File: config.mk
export PLATFORM = sky130hd
export DESIGN_NAME = gp_regfile_2r1w
export DESIGN_NICKNAME = d
export VERILOG_FILES = /design/src/rtl/gp_regfile_pkg.sv /design/src/rtl/onehot_enc.sv /design/src/rtl/gp_regfile_2r1w.sv
export SDC_FILE = /design/constraint.sdc
export NUM_CORES = 2
export LEC_CHECK = 0
export CAP_MARGIN = 10
export CORE_ASPECT_RATIO = 0.75
export CORE_UTILIZATION = 50
export CTS_CLUSTER_SIZE = 30
export DETAILED_ROUTE_END_ITERATION = 16
export DONT_BUFFER_PORTS = 1
export PLACE_DENSITY = 0.77
export RECOVER_POWER = 25
export SYNTH_ARGS = -nofsm -noshare
export SYNTH_HDL_FRONTEND = slang
export SYNTH_SLANG_ARGS = --single-unit
File: constraint.sdc
create_clock -name clk -period 19.2 [get_ports clk]
set_input_delay 3.84 -clock clk [delete_from_list [all_inputs] [get_ports clk]]
set_output_delay 3.84 -clock clk [all_outputs]
set_load 0.1 [all_outputs]
File: src/rtl/gp_regfile_pkg.sv
// Shared types and helpers for the gp_regfile_2r1w register bank.
package gp_regfile_pkg;

    typedef enum logic [0:0] {
        IDLE  = 1'b0,
        SWEEP = 1'b1
    } clr_state_t;

    localparam int unsigned MAX_REGS = 64;

    // Encoded index width; a 2-entry bank still needs one index bit.
    function automatic int unsigned addr_w_of(input int unsigned n);
        return (n <= 2) ? 1 : $clog2(n);
    endfunction

    function automatic logic is_onehot_or_zero(input logic [MAX_REGS-1:0] vec);
        return (vec & (vec - MAX_REGS'(1))) == '0;
    endfunction

endpackage

File: src/rtl/onehot_enc.sv
// One-hot to binary index encoder with valid (exactly one bit) and multi (>1 bit) flags.
module onehot_enc
    import gp_regfile_pkg::*;
#(
    parameter int unsigned N = 16
) (
    input  logic [N-1:0]             i_vec,
    output logic [addr_w_of(N)-1:0]  o_idx,
    output logic                     o_valid,
    output logic                     o_multi
);

    localparam int unsigned AW = addr_w_of(N);

    // OR-reduction of set-bit positions; only meaningful when o_valid.
    always_comb begin
        o_idx = '0;
        for (int i = 0; i < int'(N); i++) begin
            if (i_vec[i]) begin
                o_idx = o_idx | AW'(i);
            end
        end
    end

    assign o_multi = !is_onehot_or_zero(MAX_REGS'(i_vec));
    assign o_valid = (|i_vec) && !o_multi;

endmodule

File: src/rtl/gp_regfile_2r1w.sv
// NUM_REGS x DATA_W register bank, one-hot controlled, 1 write / 2 read ports, clear sweep.
// Optional write-through bypass when REGFILE_BYPASS_EN is defined.
module gp_regfile_2r1w
    import gp_regfile_pkg::*;
#(
    parameter int unsigned       DATA_W   = 32,
    parameter int unsigned       NUM_REGS = 16,
    parameter logic [DATA_W-1:0] CLR_VAL  = '0
) (
    input  logic                clk,
    input  logic                reset,
    input  logic [DATA_W-1:0]   bus_in,
    input  logic [NUM_REGS-1:0] GRin,
    input  logic [NUM_REGS-1:0] GRoutA,
    input  logic [NUM_REGS-1:0] GRoutB,
    input  logic                BAout,
    input  logic                clr_req,
    output logic [DATA_W-1:0]   rd_a,
    output logic [DATA_W-1:0]   rd_b,
    output logic                clr_busy,
    output logic                onehot_err
);

    localparam int unsigned ADDR_W = addr_w_of(NUM_REGS);

    logic [DATA_W-1:0] r_regs [NUM_REGS];
    clr_state_t        r_state;
    clr_state_t        w_state_nxt;
    logic [ADDR_W-1:0] r_idx;
    logic [ADDR_W-1:0] w_idx_nxt;
    logic              r_busy;
    logic              w_busy_nxt;
    logic              r_err;

    logic [ADDR_W-1:0] w_wr_idx, w_a_idx, w_b_idx;
    logic              w_wr_valid, w_a_valid, w_b_valid;
    logic              w_wr_multi, w_a_multi, w_b_multi;
    logic              w_we;

    onehot_enc #(.N(NUM_REGS)) u_enc_wr (
        .i_vec(GRin), .o_idx(w_wr_idx), .o_valid(w_wr_valid), .o_multi(w_wr_multi)
    );
    onehot_enc #(.N(NUM_REGS)) u_enc_a (
        .i_vec(GRoutA), .o_idx(w_a_idx), .o_valid(w_a_valid), .o_multi(w_a_multi)
    );
    onehot_enc #(.N(NUM_REGS)) u_enc_b (
        .i_vec(GRoutB), .o_idx(w_b_idx), .o_valid(w_b_valid), .o_multi(w_b_multi)
    );

    assign w_we = (r_state == IDLE) && w_wr_valid;

    always_ff @(posedge clk or posedge reset) begin
        if (reset) begin
            r_state <= IDLE;
            r_idx   <= '0;
            r_busy  <= 1'b0;
        end else begin
            r_state <= w_state_nxt;
            r_idx   <= w_idx_nxt;
            r_busy  <= w_busy_nxt;
        end
    end

    // Clear sweep sequencing: one register per cycle, NUM_REGS busy cycles.
    always_comb begin
        w_state_nxt = r_state;
        w_idx_nxt   = r_idx;
        w_busy_nxt  = r_busy;
        case (r_state)
            IDLE: begin
                if (clr_req) begin
                    w_state_nxt = SWEEP;
                    w_idx_nxt   = '0;
                    w_busy_nxt  = 1'b1;
                end
            end
            SWEEP: begin
                w_idx_nxt = r_idx + ADDR_W'(1);
                if (r_idx == ADDR_W'(NUM_REGS - 1)) begin
                    w_state_nxt = IDLE;
                    w_idx_nxt   = '0;
                    w_busy_nxt  = 1'b0;
                end
            end
            default: begin
                w_state_nxt = IDLE;
                w_busy_nxt  = 1'b0;
            end
        endcase
    end

    // Storage: sweep clears take priority; bus writes only land while idle.
    always_ff @(posedge clk or posedge reset) begin
        if (reset) begin
            for (int i = 0; i < int'(NUM_REGS); i++) begin
                r_regs[i] <= CLR_VAL;
            end
        end else begin
            for (int i = 0; i < int'(NUM_REGS); i++) begin
                if (r_state == SWEEP) begin
                    if (r_idx == ADDR_W'(i)) begin
                        r_regs[i] <= CLR_VAL;
                    end
                end else if (w_we && (w_wr_idx == ADDR_W'(i))) begin
                    r_regs[i] <= bus_in;
                end
            end
        end
    end

    always_ff @(posedge clk or posedge reset) begin
        if (reset) begin
            r_err <= 1'b0;
        end else begin
            r_err <= r_err | w_wr_multi | w_a_multi | w_b_multi;
        end
    end

    always_comb begin
        rd_a = '0;
        if (w_a_valid && !(BAout && GRoutA[0])) begin
            rd_a = r_regs[w_a_idx];
`ifdef REGFILE_BYPASS_EN
            if (w_we && (w_wr_idx == w_a_idx)) begin
                rd_a = bus_in;
            end
`endif
        end
    end

    always_comb begin
        rd_b = '0;
        if (w_b_valid && !(BAout && GRoutB[0])) begin
            rd_b = r_regs[w_b_idx];
`ifdef REGFILE_BYPASS_EN
            if (w_we && (w_wr_idx == w_b_idx)) begin
                rd_b = bus_in;
            end
`endif
        end
    end

    assign clr_busy   = r_busy;
    assign onehot_err = r_err;

endmodule
==> summary.md <==
| Metric | Value |
|---|---|
| Pre-antenna DRT Iters | 7 |
| First-pass GRT wire length | 171,000 um |
| DP Wirelength | roughly 59,000 um |
| Commonest non-fill, non-tap cell in the layout | nand2_1 |
| Post-DR wirelength/cell | 28.5 um |
| Leakage | 0.0128 uW |
| Iter 0 DRT Violations | between 5,000 and 6,000 |
| Yosys reg bits | 519 |
| Setup TNS | 0 ps |
| Pwr per Cell Area | 98.1 nW/um^2 |
| Total GRT Usage | between 30% and 40% |
| Failing checks | capacitance limit, slew limit |
| Ys Warns | 0 |
| Final Hold Vio Count | 0 |
| CTS root buffer | clkbuf_16 |
| Layout Nets | 3,329 |
| Reg clk slew, reported paths | 60 ps |
| Worst slew pin tran | 6170 ps |
| Worst path bufs/invs | 2 |
| Crit-path cells | nor4_1 -> and2_4 -> buf_12 -> mux2i_1 -> a221oi_1 -> o21ai_0 -> a31oi_2 -> buf_4 |
| Via count | 29,099 |
| Initial antenna violation count | 10 |
| Setup violations, final | 0 |
| Clock latency on the worst-skew pair | 630 ps |
| Final worst path period need | 11,630 ps |
| CP startpoint kind | input port |
| Clock share of power | 34.1% |
| Run status | complete, but fails checks |
| Int Pwr | about 2100 uW |
| Min-delay src | r_regs[468] |
| Routed WL | between 100,000 and 150,000 um |
| Cell area after synthesis | 29,400 sq um |
| Placer Congestion | 0.866 |
| DRC | 0 |
| Gate Count Post-Synth | 3,386 |
| Sequential share of the synthesized area | 44.1% |
| Die width | 282 um |
| Share of layout cells above drive strength 1 | 11.9% |
| Starting density of the core | 50.9% |
| Yosys top cell area share | 44.1% |
| Sequential Power Share | 44.0% |
| Worst setup margin | 7570 ps |
| Core Region | 57,800 sq um |
| Cell Count Post-Placement | 3,966 |
| Period utilization | 60.6% |
| Count of pins over their slew limit | between 100 and 150 |
| Total power | 3180 uW |
| Post-synth net total | roughly 3,500 |
| Worst hold path class | flop to flop |
| Area growth from synthesis to layout | 10.1% |
| Relative slew margins | -312% |
| Synth area leaders | dfrtp_1, mux2i_1, nand3_1 |
| CTS buffer count | 53 |
| Number of global-route vias before repair | 27,151 |
| Worst setup EP type | output port |
| Netlist cell types | 53 |
| Post-synth EDFFs | 0 |
| Critical path type | input port to output port |
| Switching power | 1060 uW |
| Die H | 212 um |
| Max FO, Critical Path | 138 |
| DRT antenna net count | 0 |
| Clk sinks | approximately 520 |
| DIE AREA | between 50,000 and 60,000 sq um |
| RSZ-0062 raised after global routing | no |
| Combinational share of power | a little over a fifth |
| Worst Setup SP | GRoutB[15] |
| Setup WS pre-CTS | 7700 ps |
| Setup Skew | 17.9 ps |
| Row count | 76 |
| Non-Filler Instances | ~4,100 |
| Peak ir drop on the vdd network | 0.0000813 V |
| Top_reg_cell synth | dfrtp_1 |
| CTS tree | built |
| Total gr overflow | 0 |
| H-tree depth | 2 |
| Data arrival, critical path | 7790 ps |
| Setup Fix Bufs, Post-CTS | 0 |
| Cell taking the most area after synthesis | dfrtp_1 |
| Largest net degree at the start of global routing | 167 |
| CTS max path bufs | 3 |
| FFs w/ async S/R, synth | between 90% and 100% |
| Fmax | 86.0 MHz |
| Most frequent cells in the layout | nand2_1, nand3_1, dfrtp_1 |
| IO Pins | 150 |
| Sw Share | 33.5% |
| CP max-delay cell | and2_4 |
| PortBufs | 0 |
| Maxcap violations | 1 |
| Crit path largest cell delay | approximately 900 ps |
| Post-CTS Resized | 0 |
| Routed vias/inst | approximately 7 |
| Crit-path leading delay family | simple AND/OR/NAND/NOR gates |
| Avg Inst Size Synth | 8.69 sq um |
| Critical R2R Launch | r_state |
| Hold_buf cts | 0 |
| WP data required | approximately 15,000 ps |
cells in the mapped netlist, types with 21 or more instances:
library cell and n:
a21oi_1 40, a221oi_1 31, a22oi_1 33, a31oi_1 65, buf_1 23, clkbuf_1 283
dfrtp_1 519, mux2i_1 318, mux4_2 64, nand2_1 741, nand3_1 623, nand4_1 41
nor2_1 26, nor4_1 21, o211ai_1 34, o21ai_0 211, o21ai_1 185
layout make-up:
cell class              count  area, sq um
diodes                      6         15.0
clock buffers              75         1530
clock inverters            22          251
fillers                  5087        25400
inverters                   9         35.0
multi-input cells        2530        15600
flip-flops and latches    519        13000
well taps                 780          976
repair buffers            128          986
logic make-up (layout without fill, tap and decap cells):
kind of cell / after synthesis / count (layout) / share of synthesized area, %
AND/OR/NAND/NOR: 1512 / 1512 / 23.0
AO/OA/AOI/OAI: 629 / 629 / 12.4
flip-flops: 519 / 519 / 44.1
multiplexers: 382 / 382 / 15.7
buffers and inverters: 337 / 234 / 4.49
adder cells (fa/ha/maj): 7 / 7 / 0.272
other: 0 / 6 / 0
sequential cells by signal (all words and copies together), names as in the netlist:
name,count
clr_busy,1
onehot_err,1
r_idx,4
r_regs,512
r_state,1
worst min-delay path, delay by kind of cell (launching register included):
family	cells	cell delay (ps)
AOI/OAI and AO/OA	1	60
DFF	1	360
and+or+nand+nor	1	70
final timing paths:
path,to,slack (ps),depth (start not counted)
min,r_regs[468],530,2
max in group asynchronous,r_regs[305],10910,3
max,rd_b[18],7570,8
max reg2reg,r_regs[437],15940,8
min in group asynchronous,r_idx[1],4960,1
min reg2reg,r_regs[468],530,2
power by group through the flow:
| stage | sequential (uW) | combinational, uW | clock (uW) |
|---|---|---|---|
| after detailed placement | 1410 | 665 | 0 |
| after global placement | 1400 | 638 | 0 |
| after floorplan | 1370 | 471 | 0 |
| after global routing | 1410 | 745 | 1120 |
| after CTS | 1390 | 668 | 1080 |
| final | 1400 | 694 | 1090 |
metrics by stage:
step	utilization [%]	hold WS, ps	instance area, sq um
finish	56.1	526	32400
global route	56.0	549	32400
CTS	56.0	528	32400
detailed placement	53.0	513	30600
global placement	53.0	507	30600
floorplan	-	486	29400
per-layer routing:
| layer | up-vias | global-route usage (%) | part of all wire [%] | routed length (um) |
|---|---|---|---|---|
| li1 | 11862 | - | - | - |
| met1 | 13852 | 51.0 | 36 | 41700 |
| met2 | 2751 | 53.1 | 40 | 46600 |
| met3 | 626 | 15.2 | 17 | 20200 |
| met4 | 8 | 20.5 | 6.3 | 7260 |
| met5 | - | 0 | 0.041 | 47 |
Power figures use the tool's default switching activity.
